$ cat config.mk
export PLATFORM = sky130hd
export DESIGN_NAME = ex_muldiv
export DESIGN_NICKNAME = d
export VERILOG_FILES = /design/src/rtl/ex_muldiv.sv
export SDC_FILE = /design/constraint.sdc
export NUM_CORES = 1
export LEC_CHECK = 0
export ABC_AREA = 0
export CORE_MARGIN = 4
export CORE_UTILIZATION = 49
export CTS_CLUSTER_DIAMETER = 50
export DETAILED_ROUTE_END_ITERATION = 12
export PLACE_DENSITY = 0.68
export SLEW_MARGIN = 20
export SYNTH_ARGS = -nofsm -noshare
export SYNTH_HDL_FRONTEND = slang
export SYNTH_SLANG_ARGS = --single-unit
export TNS_END_PERCENT = 1
$ cat constraint.sdc
create_clock -name clk -period 12.2 [get_ports clk]
set_input_delay 2.44 -clock clk [delete_from_list [all_inputs] [get_ports clk]]
set_output_delay 2.44 -clock clk [all_outputs]
set_load 0.05 [all_outputs]
$ cat src/rtl/ex_muldiv.sv
// ----------------------------------------------------------------------------
// ex_muldiv -- iterative RV32M multiply/divide unit for the EX stage.
//
// One M-extension instruction is accepted from ID/EX, its operands are
// reduced to magnitudes, and a 32-step shift-add multiply or restoring divide
// runs one step per clock. The sign of the final result is restored when the
// last step completes. Divide-by-zero and signed overflow skip the iteration
// and finish one cycle after acceptance.
//
// Ports:
//   clk      rising-edge clock for all state
//   rst      synchronous active-high reset
//   valid_i  current EX instruction is an M-extension op
//   funct3   RV32M op select (MUL, MULH, MULHSU, MULHU, DIV, DIVU, REM, REMU)
//   rs1/rs2  forwarded source operands
//   hold     downstream stall: keep the finished result presented
//   flush    squash the instruction currently in EX
//   stall    hold ID/EX and upstream registers
//   done     result valid this cycle
//   result   op result, valid while done=1
// ----------------------------------------------------------------------------
module ex_muldiv #(
    parameter int WIDTH = 32
) (
    input  logic             clk,
    input  logic             rst,
    input  logic             valid_i,
    input  logic [2:0]       funct3,
    input  logic [WIDTH-1:0] rs1,
    input  logic [WIDTH-1:0] rs2,
    input  logic             hold,
    input  logic             flush,
    output logic             stall,
    output logic             done,
    output logic [WIDTH-1:0] result
);

    localparam logic [WIDTH-1:0] MIN_NEG   = {1'b1, {(WIDTH-1){1'b0}}};
    localparam logic [4:0]       LAST_ITER = 5'd31;

    typedef enum logic [1:0] {
        S_IDLE,
        S_BUSY,
        S_DONE
    } state_t;

    state_t state_q, state_d;
    logic [4:0] cnt_q;

    // Operation context captured at accept; ignored inputs afterwards.
    logic [2:0]         op_q;
    logic               neg_q;
    logic [WIDTH-1:0]   opb_q;     // multiplicand or divisor magnitude
    logic [2*WIDTH-1:0] acc_q;     // product, or dividend/quotient in low half
    logic [WIDTH:0]     rem_q;     // partial remainder
    logic [WIDTH-1:0]   result_q;

    function automatic logic [WIDTH-1:0] negate_w(input logic [WIDTH-1:0] v);
        return (~v) + WIDTH'(1);
    endfunction

    function automatic logic [2*WIDTH-1:0] negate_dw(input logic [2*WIDTH-1:0] v);
        return (~v) + (2*WIDTH)'(1);
    endfunction

    // ---------------------------------------------------------------- accept
    logic             accept;
    logic             a_signed, b_signed, a_neg, b_neg;
    logic [WIDTH-1:0] a_mag, b_mag;
    logic             is_div, div_zero, div_ovf, special;
    logic             sign_d;
    logic [WIDTH-1:0] special_res;

    always_comb begin
        accept   = (state_q == S_IDLE) && valid_i && !flush;
        is_div   = funct3[2];
        // Divides: bit0 clear means signed. Multiplies: MULHU has both
        // unsigned, MULHSU only rs2 unsigned.
        a_signed = is_div ? !funct3[0] : (funct3[1:0] != 2'b11);
        b_signed = is_div ? !funct3[0] : !funct3[1];
        a_neg    = a_signed && rs1[WIDTH-1];
        b_neg    = b_signed && rs2[WIDTH-1];
        a_mag    = a_neg ? negate_w(rs1) : rs1;
        b_mag    = b_neg ? negate_w(rs2) : rs2;

        div_zero = is_div && (rs2 == '0);
        div_ovf  = is_div && !funct3[0] && (rs1 == MIN_NEG) && (rs2 == '1);
        special  = div_zero || div_ovf;

        // Remainder takes the dividend's sign; everything else the XOR.
        sign_d   = (is_div && funct3[1]) ? a_neg : (a_neg ^ b_neg);

        special_res = '0;
        if (div_zero) begin
            special_res = funct3[1] ? rs1 : '1;
        end else if (div_ovf) begin
            special_res = funct3[1] ? '0 : MIN_NEG;
        end
    end

    // ------------------------------------------------------------- iteration
    logic [WIDTH:0]     mul_sum;
    logic [2*WIDTH-1:0] mul_nxt;
    logic [WIDTH+1:0]   rem_sh, rem_diff;
    logic               q_bit;
    logic [WIDTH:0]     rem_nxt;
    logic [WIDTH-1:0]   quo_nxt;
    logic [2*WIDTH-1:0] prod_fix;
    logic [WIDTH-1:0]   quo_fix, rem_fix, final_res;

    always_comb begin
        // Shift-add: low half holds the remaining multiplier bits, the
        // carry out of the add drops into the top as everything shifts right.
        mul_sum  = {1'b0, acc_q[2*WIDTH-1:WIDTH]} + {1'b0, (acc_q[0] ? opb_q : '0)};
        mul_nxt  = {mul_sum, acc_q[WIDTH-1:1]};

        // Restoring divide: bring in the next dividend bit, try the subtract,
        // keep it only if it did not go negative.
        rem_sh   = {rem_q, acc_q[WIDTH-1]};
        rem_diff = rem_sh - {2'b00, opb_q};
        q_bit    = !rem_diff[WIDTH+1];
        rem_nxt  = q_bit ? rem_diff[WIDTH:0] : rem_sh[WIDTH:0];
        quo_nxt  = {acc_q[WIDTH-2:0], q_bit};

        // Sign correction uses the values produced by the final step.
        prod_fix = neg_q ? negate_dw(mul_nxt) : mul_nxt;
        quo_fix  = neg_q ? negate_w(quo_nxt) : quo_nxt;
        rem_fix  = neg_q ? negate_w(rem_nxt[WIDTH-1:0]) : rem_nxt[WIDTH-1:0];

        case (op_q)
            3'b000:                 final_res = prod_fix[WIDTH-1:0];
            3'b001, 3'b010, 3'b011: final_res = prod_fix[2*WIDTH-1:WIDTH];
            3'b100, 3'b101:         final_res = quo_fix;
            default:                final_res = rem_fix;
        endcase
    end

    // --------------------------------------------------------- control FSM
    always_ff @(posedge clk) begin
        if (rst) begin
            state_q <= S_IDLE;
            cnt_q   <= '0;
        end else begin
            state_q <= state_d;
            if (accept || (state_q == S_BUSY && flush)) begin
                cnt_q <= '0;
            end else if (state_q == S_BUSY) begin
                cnt_q <= cnt_q + 5'd1;
            end
        end
    end

    always_comb begin
        state_d = state_q;
        stall   = 1'b0;
        done    = 1'b0;
        case (state_q)
            S_IDLE: begin
                if (accept) begin
                    state_d = special ? S_DONE : S_BUSY;
                end
            end
            S_BUSY: begin
                if (flush) begin
                    state_d = S_IDLE;
                end else if (cnt_q == LAST_ITER) begin
                    state_d = S_DONE;
                end
            end
            S_DONE: begin
                if (flush || !hold) begin
                    state_d = S_IDLE;
                end
            end
            default: state_d = S_IDLE;
        endcase
        stall = !rst && (accept || (state_q == S_BUSY));
        done  = (state_q == S_DONE);
    end

    // ------------------------------------------------------------- datapath
    always_ff @(posedge clk) begin
        if (accept) begin
            op_q  <= funct3;
            neg_q <= sign_d;
            opb_q <= b_mag;
            acc_q <= {{WIDTH{1'b0}}, a_mag};
            rem_q <= '0;
        end else if (state_q == S_BUSY) begin
            acc_q <= op_q[2] ? {acc_q[2*WIDTH-1:WIDTH], quo_nxt} : mul_nxt;
            rem_q <= rem_nxt;
        end
    end

    always_ff @(posedge clk) begin
        if (rst) begin
            result_q <= '0;
        end else if (accept && special) begin
            result_q <= special_res;
        end else if (state_q == S_BUSY && cnt_q == LAST_ITER && !flush) begin
            result_q <= final_res;
        end
    end

    assign result = result_q;

endmodule

==> impl_metrics.csv, run 1 <==
group,metric,value,unit
run_status,outcome,"completed",
synth,synth_nets,2391,
synth,synth_top_area_share,0.125,
global_routing,grt_pass1_wl,95.6,mm
timing,tightest_slew,1190,ps
timing,max_slew_margin,0.201,
setup_path,crit_path_end_kind,"output port",
timing,setup_violations,0,
setup_path,worst-r2r-cell-count,22,
power,max-vdd-ir-drop,0.120,mV
cts,clockRootBuffer,"clkbuf_16",
cts,cts_buffers,17,
die,core_area,33500,µm²
cells_and_area,layout_common_cells,"nand2_1 (270), o21ai_0 (263), a21oi_1 (176), nor2_1 (171), xnor2_1 (132)",
route,drc_errors,0,
die,die_area,37100,µm²
synth,synthSimpleGateAreaFrac,0.225,
setup_path,crit_required,9760,ps
route,viasPerCell,6.55,
flow_run,drv_cap,0,
cts,postCtsResizedCells,0,
cts,cts.htree.levels,4,
synth,yosys_warnings,0,
die,ios,106,
timing,slew_violations,0,
synth,synth_area_leaders,"dfxtp_1 (12%), edfxtp_1 (12%), o21ai_0 (7.9%), xnor2_1 (6.9%), nand2_1 (6.1%)",
global_routing,grt_max_degree,81,
synth,muxShareOfSynthArea,0.0410,
setup_path,crit_path_start_kind,"primary input",
power,leakage,6.82,nW
route,wl_per_cell,23.8,µm
global_routing,first_global_vias,15948,
placement,place_congestion,1.03,
cts,cts_hold_buf,0,
timing,period_minus_slack,7970,ps
cells_and_area,synthToLayoutAreaGrowth,10.8,%
cells_and_area,fin_cells,2704,
synth,yosysTopAreaCell,"dfxtp_1",
synth,synthCells,2245,
timing,holdWs,465,ps
cells_and_area,fin_nets,2389,
timing,worst_clock_skew,14.3,ps
synth,synth_seq_area_share,0.247,
setup_path,critPathMaxFanout,62,
timing,finalCritPeriodShare,0.653,
cells_and_area,n_fill_cell,3296,
synth,ys.flop_type,"dfxtp_1",
synth,yosysUniqueCellTypes,87,
die,die_y,193,µm
route,drtIter0Drc,2297,
timing,totalNegativeSetupSlack,0,ps
setup_path,worst-endpoint-arrival,5530,ps
cells_and_area,antenna_cells,0,
timing,fmax,125,MHz
synth,synth-xor-area-share,0.116,
placement,portBuffers,105,
synth,synth_edf_count,68,
synth,syn_area_per_cell,7.43,µm²
route,dr.pass1.iters,8,
cells_and_area,drive_gt1_frac,0.0386,
cts,clk_pin_slew,60,ps
global_routing,grt_use_total,0.336,
route,wl,64.4,mm
power,p_per_area,99.6,nW/µm²
synth,ys_ff_latch,172,
synth,synth_compound_area_frac,0.264,
synth,synth_top_family_by_area,"compound AO/OA/AOI/OAI gates",
timing,hold_violations,0,
die,dieWidth,193,µm
route,drtAntennaViolNets,0,
hold_path,hold_path_class,"flip-flop to flip-flop",
cts,cts_max_path_buffers,2,
placement,dp_cells,2672,
die,num_rows,67,
timing,rsz0062_at_grt,"no",
cts,cts_tree,"built",
hold_path,min_path_cells,2,
synth,synthAdderAreaFrac,0.0564,
cts,clock_latency,470,ps
synth,async_flop_share,0,
cells_and_area,design_area,18500,µm²
global_routing,antenna_found_initial,0,
route,vias,17714,
cts,cts_sinks,172,
synth,synth_area,16700,µm²
setup_path,crit_type,"primary input to output port",
die,start_util,0.498,
placement,placed_cell_area,17900,µm²
cts,postCtsSetupRepairBufs,0,
cells_and_area,layout_commonest_cell,"nand2_1",
placement,dp_hpwl,49.9,mm
global_routing,gr-total-overflow,0,
report_power, final:
group | switching, mW | internal, mW
clock | 0.256 | 0.290
sequential | 0.0429 | 0.636
combinational | 0.393 | 0.224
logic make-up (layout without fill, tap and decap cells):
kind of cell | Yosys count | in the layout
mux | 68 | 68
buf+inv | 220 | 231
xor+xnor | 221 | 221
fa+ha+maj | 74 | 74
flops | 172 | 172
compound gates | 720 | 720
simple gates | 770 | 770
area by class of cell:
| cell class | count | area, µm² | share of cell area |
|---|---|---|---|
| multi-input combinational | 1853 | 11700 | 0.635 |
| sequential | 172 | 4120 | 0.223 |
| inverter | 72 | 273 | 0.0148 |
| tap | 448 | 561 | 0.0303 |
| clock inverter | 9 | 72.6 | 0.00393 |
| clock buffer | 23 | 494 | 0.0267 |
| timing repair buffer | 127 | 1220 | 0.0658 |
path summary, 6_finish.rpt:
| path | startpoint | end | slack (ps) |
|---|---|---|---|
| worst max register to register | opb_q[24] | result[18] | 5950 |
| worst max-delay path | flush | stall | 4230 |
| worst min-delay path | acc_q[39] | acc_q[39] | 460 |
| worst min register to register | acc_q[39] | acc_q[39] | 460 |
critical path: stages:
cell and delay (ps):
clkdlybuf4s50_1 560, or4b_2 840, inv_4 640, nor2_2 100
nor2_1 130, clkdlybuf4s50_1 810
registers in the layout, summed over array words and instances, names as in the netlist:
register / cells
cnt_q: 5
op_q: 3
state_q: 2
result: 32
neg_q: 1
opb_q: 32
acc_q: 64
rem_q: 33
synth_stat cells (6+ instances only):
cell and n:
o21ai_0 263, a221oi_1 10, nand3b_1 7, or2_2 6, or3_1 48, a31oi_1 23, buf_1 15, a211oi_1 36
nand4_1 32, o211ai_1 30, buf_2 8, o22ai_1 6, dfxtp_1 104, mux2i_1 65, o21ai_1 9, a21o_1 15
nand3_1 32, o221ai_1 15, or4_1 13, a21oi_1 176, o31a_1 6, clkbuf_1 123, o31ai_1 33, and2_1 21
o311ai_0 7, ha_1 72, o41ai_1 11, and3_1 15, nand2_1 271, nor4_1 27, o21bai_1 8, nor2b_1 10
xor2_1 89, a21boi_0 7, inv_1 71, xnor2_1 132, o21a_1 11, o211a_1 8, nor2_1 174, edfxtp_1 68
nor3_1 56, nand2b_1 21, nor3b_1 8
metrics by stage:
stage | power, mW | util | worst slack (ps)
CTS | 1.82 | 0.551 | 4230
global route | 1.91 | 0.551 | 4100
global placement | 1.28 | 0.534 | 4280
detailed placement | 1.28 | 0.534 | 4240
floorplan | 1.08 | - | 4970
finish | 1.84 | 0.551 | 4230
routing by layer:
metal | global-route usage | wire length (µm) | vias up | part of all wire
met2 | 0.543 | 29500 | 935 | 0.46
met5 | 0 | 0 | - | 0
li1 | - | - | 8183 | -
met1 | 0.458 | 26500 | 8481 | 0.41
met3 | 0.0668 | 6380 | 115 | 0.099
met4 | 0.0976 | 1940 | 0 | 0.030
Note: power is estimated with default switching activity, not from simulation.
==> inputs of run 2 (changes only) <==
--- a/config.mk
+++ b/config.mk
@@ -10,7 +10,7 @@
 export CORE_UTILIZATION = 49
 export CTS_CLUSTER_DIAMETER = 50
 export DETAILED_ROUTE_END_ITERATION = 12
-export PLACE_DENSITY = 0.68
+export PLACE_DENSITY = 0.71
 export SLEW_MARGIN = 20
 export SYNTH_ARGS = -nofsm -noshare
 export SYNTH_HDL_FRONTEND = slang
==> constraint.sdc (replaced) <==
create_clock -name clk -period 7.3 [get_ports clk]
set_input_delay 1.46 -clock clk [delete_from_list [all_inputs] [get_ports clk]]
set_output_delay 1.46 -clock clk [all_outputs]
set_load 0.05 [all_outputs]
==> impl_metrics.csv, run 2 (synthesis results as in run 1) <==
group,metric,value,unit
cts,clk_pin_slew,70,ps
timing,period_minus_slack,6110,ps
cts,postCtsSetupRepairBufs,0,
setup_path,timing.rr.end,"result[30]",
cts,postCtsResizedCells,0,
setup_path,critPathSlowestCell,"nor4bb_1",
timing,setup_violations,0,
run_status,outcome,"completed",
power,p_per_area,168,nW/µm²
placement,portBuffers,105,
timing,hold_violations,0,
route,wl_per_cell,23.7,µm
timing,max_slew_margin,0.318,
hold_path,hold_path_class,"flip-flop to flip-flop",
power,max-vdd-ir-drop,0.168,mV
timing,finalCritPeriodShare,0.837,
route,viasPerCell,6.49,
timing,worst_clock_skew,12.8,ps
setup_path,crit_path_end_kind,"flip-flop",
setup_path,worst-r2r-cell-count,21,
setup_path,critPathMaxFanout,9,
power,leakage,6.84,nW
cts,cts_buffers,17,
cells_and_area,synthToLayoutAreaGrowth,11.0,%
global_routing,grt_max_degree,76,
placement,dp_hpwl,50.0,mm
timing,slew_violations,0,
placement,place_congestion,1.05,
global_routing,gr-total-overflow,0,
die,dieWidth,193,µm
cts,cts_sinks,172,
cells_and_area,design_area,18500,µm²
cells_and_area,n_fill_cell,3225,
cells_and_area,layout_commonest_cell,"nand2_1",
setup_path,reg2reg_from,"opb_q[25]",
cells_and_area,reg_top3,"acc_q (64), rem_q (33)",
timing,totalNegativeSetupSlack,0,ps
timing,rsz0062_at_grt,"no",
cts,cts.htree.levels,4,
global_routing,grt_pass1_wl,97.2,mm
route,drc_errors,0,
die,num_rows,67,
die,core_area,33500,µm²
cells_and_area,largest-register,"acc_q",
setup_path,crit_path_start_kind,"flip-flop",
route,vias,17596,
cts,clock_latency,450,ps
cts,cts_max_path_buffers,2,
placement,placed_cell_area,18000,µm²
setup_path,cp_top_family,"simple AND/OR/NAND/NOR gates",
die,die_y,193,µm
setup_path,critPathCapture,"result[30]",
cts,clockRootBuffer,"clkbuf_16",
global_routing,first_global_vias,16259,
setup_path,startpoint,"opb_q[25]",
setup_path,rrSetupSlack,1190,ps
die,die_area,37100,µm²
timing,fmax,164,MHz
global_routing,grt_use_total,0.339,
setup_path,crit_type,"flip-flop to flip-flop",
cells_and_area,fin_nets,2395,
die,start_util,0.498,
setup_path,path_cells,"inv_1, ha_1, and4_1, nor4bb_1, nor2_1, mux2i_1, o221ai_2, buf_4, nor2_4, clkinv_1, a21oi_1, ha_1, inv_1, nor3b_1, nand3_1, nor3_1, o221ai_1, o31ai_1, xor2_1, nor3_1, nor4_1",
route,drtIter0Drc,2343,
setup_path,cp_slowest_stage_delay,720,ps
route,wl,64.2,mm
global_routing,antenna_found_initial,3,
die,ios,106,
flow_run,drv_cap,0,
setup_path,crit_required,7660,ps
cells_and_area,drive_gt1_frac,0.0402,
cells_and_area,largest_reg_flops,64,
route,dr.pass1.iters,6,
cts,cts_tree,"built",
cells_and_area,antenna_cells,0,
cts,cts_hold_buf,0,
cells_and_area,layout_common_cells,"nand2_1 (271), o21ai_0 (263), a21oi_1 (176), nor2_1 (170), xnor2_1 (132)",
setup_path,path_buf_inv,4,
setup_path,worst-endpoint-arrival,6470,ps
setup_path,crit_cells,21,
route,drtAntennaViolNets,0,
timing,tightest_slew,1020,ps
run 2: layout make-up:
cell class	count	area (µm²)	area share
clock inverters	12	113	0.00608
multi-input cells	1853	11700	0.634
well taps	448	561	0.0303
clock buffers	20	447	0.0241
repair buffers	133	1260	0.0681
flip-flops and latches	172	4120	0.223
inverters	72	273	0.0147
run 2: how the worst min path moves through the flow:
stage / cells after the start / slack, ps / endpoint / start
6_report: 2 / 460 / acc_q[43] / acc_q[43]
5_1_grt: 2 / 480 / acc_q[45] / acc_q[45]
4_1_cts: 2 / 460 / acc_q[46] / acc_q[46]
3_5_place_dp: 2 / 450 / acc_q[43] / acc_q[43]
3_3_place_gp: 2 / 450 / acc_q[46] / acc_q[46]
2_1_floorplan: 2 / 440 / acc_q[34] / acc_q[34]
run 2: where the power goes:
group	leakage [nW]	switching, mW	total (mW)	internal [mW]
sequential	1.48	0.0695	1.13	1.06
combinational	5.10	0.678	1.05	0.375
clock	0.260	0.436	0.919	0.483
total	6.84	1.18	3.10	1.92
run 2: per-stage QoR:
step	setup slack (ps)	util	hold WS [ps]	power [mW]	cells
floorplan	2030	-	441	1.81	2245
global placement	1300	0.536	447	2.15	2678
detailed placement	1260	0.536	453	2.17	2678
CTS	1430	0.552	464	3.08	2710
global route	830	0.552	480	3.22	2710
finish	1190	0.552	465	3.10	2710
run 2: tightest hold or removal path, cell delays in order, from the launching register on:
cell and delay (ps):
dfxtp_1 320, nand2_1 50, a21oi_1 50
run 2: metal layers:
layer  track usage  wire length, µm  vias up
met1         0.491            28500     8378
met3        0.0767             6330      128
met2         0.496            27100      877
li1              -                -     8211
met5             0               12        -
met4         0.112             2260        2
==> inputs of run 3 (changes only) <==
--- a/config.mk
+++ b/config.mk
@@ -10,7 +10,7 @@
 export CORE_UTILIZATION = 49
 export CTS_CLUSTER_DIAMETER = 50
 export DETAILED_ROUTE_END_ITERATION = 12
-export PLACE_DENSITY = 0.71
+export PLACE_DENSITY = 0.68
 export SLEW_MARGIN = 20
 export SYNTH_ARGS = -nofsm -noshare
 export SYNTH_HDL_FRONTEND = slang
==> constraint.sdc (replaced) <==
create_clock -name clk -period 6.22 [get_ports clk]
set_input_delay 1.244 -clock clk [delete_from_list [all_inputs] [get_ports clk]]
set_output_delay 1.244 -clock clk [all_outputs]
set_load 0.05 [all_outputs]
==> impl_metrics.csv, run 3 (synthesis results as in run 1) <==
group,metric,value,unit
run_status,outcome,"completed",
cells_and_area,drive_gt1_frac,0.0441,
placement,portBuffers,105,
cells_and_area,fin_nets,2403,
route,viasPerCell,6.54,
placement,dp_cells,2686,
cts,postCtsResizedCells,0,
route,drc_errors,0,
timing,worst_clock_skew,18.0,ps
global_routing,grt_use_total,0.351,
cells_and_area,reg_top3,"acc_q (64), rem_q (33)",
hold_path,worstHoldStart,"acc_q[36]",
die,dieWidth,193,µm
global_routing,grt_max_degree,88,
cells_and_area,layout_common_cells,"nand2_1 (271), o21ai_0 (263), a21oi_1 (176), nor2_1 (171), xnor2_1 (132)",
cells_and_area,fin_cells,2719,
power,p_sw,1.42,mW
power,p_sw_frac,0.385,
cts,cts.htree.levels,4,
placement,dp_hpwl,52.0,mm
global_routing,antenna_found_initial,4,
setup_path,cp_top_family,"simple AND/OR/NAND/NOR gates",
timing,fmax,183,MHz
power,pwr-share-seq,0.361,
setup_path,rrSetupSlack,770,ps
power,combPwrFrac,0.337,
timing,tightest_slew,1080,ps
die,die_area,37100,µm²
timing,finalCritPeriodShare,0.877,
cts,cts_buffers,17,
route,dr.pass1.iters,6,
setup_path,timing.rr.end,"result[24]",
timing,setup_violations,0,
power,p_int,2.27,mW
setup_path,critPathMaxFanout,13,
setup_path,cp_common_cell,"or4_1",
setup_path,crit_path_end_kind,"flip-flop",
setup_path,crit_path_start_kind,"flip-flop",
die,num_rows,67,
cells_and_area,largest_reg_flops,64,
cells_and_area,synthToLayoutAreaGrowth,11.5,%
setup_path,critPathCapture,"result[24]",
cts,cts_hold_buf,0,
flow_run,drv_cap,0,
setup_path,critPathSlowestCell,"or4_1",
timing,slew_violations,0,
timing,hold_violations,0,
placement,place_congestion,0.992,
setup_path,reg2reg_from,"acc_q[0]",
cts,postCtsSetupRepairBufs,0,
cts,clockRootBuffer,"clkbuf_16",
cts,cts_max_path_buffers,2,
route,wl,66.7,mm
cts,clk_pin_slew,70,ps
setup_path,cp_slowest_stage_delay,550,ps
timing,holdWs,462,ps
setup_path,path_buf_inv,1,
route,vias,17787,
route,drtAntennaViolNets,0,
setup_path,crit_type,"flip-flop to flip-flop",
setup_path,worst-r2r-cell-count,14,
setup_path,crit_required,6620,ps
global_routing,gr-total-overflow,0,
die,die_y,193,µm
die,ios,106,
cells_and_area,fin_util,0.555,
route,drtIter0Drc,2091,
cts,cts_sinks,172,
global_routing,grt_pass1_wl,98.5,mm
setup_path,worst-endpoint-arrival,5850,ps
timing,rsz0062_at_grt,"no",
route,wl_per_cell,24.5,µm
hold_path,hold_path_class,"flip-flop to flip-flop",
die,core_area,33500,µm²
power,p_per_area,198,nW/µm²
timing,period_minus_slack,5450,ps
setup_path,path_cells,"inv_1, nor2_1, ha_1, a21oi_1, and2_1, a211oi_1, or4_1, a221oi_1, or4b_1, or4_1, o41ai_1, xnor2_1, o221ai_1, a31oi_1",
timing,totalNegativeSetupSlack,0,ps
cells_and_area,layout_commonest_cell,"nand2_1",
cells_and_area,largest-register,"acc_q",
power,leakage,6.91,nW
timing,max_slew_margin,0.271,
global_routing,first_global_vias,16434,
power,p_clk_frac,0.302,
cts,cts_tree,"built",
setup_path,crit_cells,14,
die,start_util,0.498,
power,max-vdd-ir-drop,0.207,mV
setup_path,startpoint,"acc_q[0]",
cts,clock_latency,470,ps
run 3: cell count changes in the layout (fill, tap and decap cells not counted), moves of 2 or more:
cell / before / now
clkinv_2: 0 / 2
nor2_2: 3 / 1
clkinvlp_2: 3 / 0
clkbuf_16: 17 / 19
buf_4: 28 / 36
clkinvlp_4: 2 / 0
clkinv_4: 1 / 3
run 3: power groups by stage:
stage          Combinational [mW]  Sequential, mW  Clock (mW)
2_1_floorplan               0.823            1.30           0
3_3_place_gp                 1.19            1.35           0
3_5_place_dp                 1.20            1.35           0
4_1_cts                      1.21            1.33        1.11
5_1_grt                      1.32            1.34        1.16
6_report                     1.24            1.33        1.11
run 3: per-layer routing:
layer	global-route usage	part of all wire	wire, µm	vias to the layer above
li1	-	-	-	8218
met5	0	0	0	-
met4	0.122	0.036	2410	0
met3	0.0892	0.10	6740	139
met2	0.546	0.44	29600	923
met1	0.475	0.42	28000	8507
run 3: worst min-delay path by stage:
stage                      endpoint  cells past startpoint
final                     acc_q[36]                      2
after global routing      acc_q[42]                      2
after CTS                 acc_q[56]                      2
after detailed placement  acc_q[36]                      2
after global placement    acc_q[42]                      2
after floorplan           acc_q[34]                      2
run 3: final cells by class:
| class | instances | area (µm²) |
|---|---|---|
| clock inverters | 12 | 97.6 |
| flip-flops and latches | 172 | 4120 |
| inverters | 72 | 273 |
| repair buffers | 141 | 1320 |
| clock buffers | 20 | 479 |
| diodes | 1 | 2.50 |
| fillers | 3257 | 14900 |
| well taps | 448 | 561 |
| multi-input cells | 1853 | 11700 |
run 3: worst min-delay path: stages, from the launching register on:
cell and delay, ps:
dfxtp_1 320, nand2_1 50, a21oi_1 50
run 3: stage by stage:
stage / setup slack (ps) / area [µm²] / total power [mW]
6_report: 768 / 18600 / 3.68
3_3_place_gp: 620 / 18000 / 2.55
4_1_cts: 834 / 18600 / 3.64
2_1_floorplan: 1110 / 16700 / 2.12
3_5_place_dp: 556 / 18000 / 2.55
5_1_grt: 392 / 18600 / 3.82
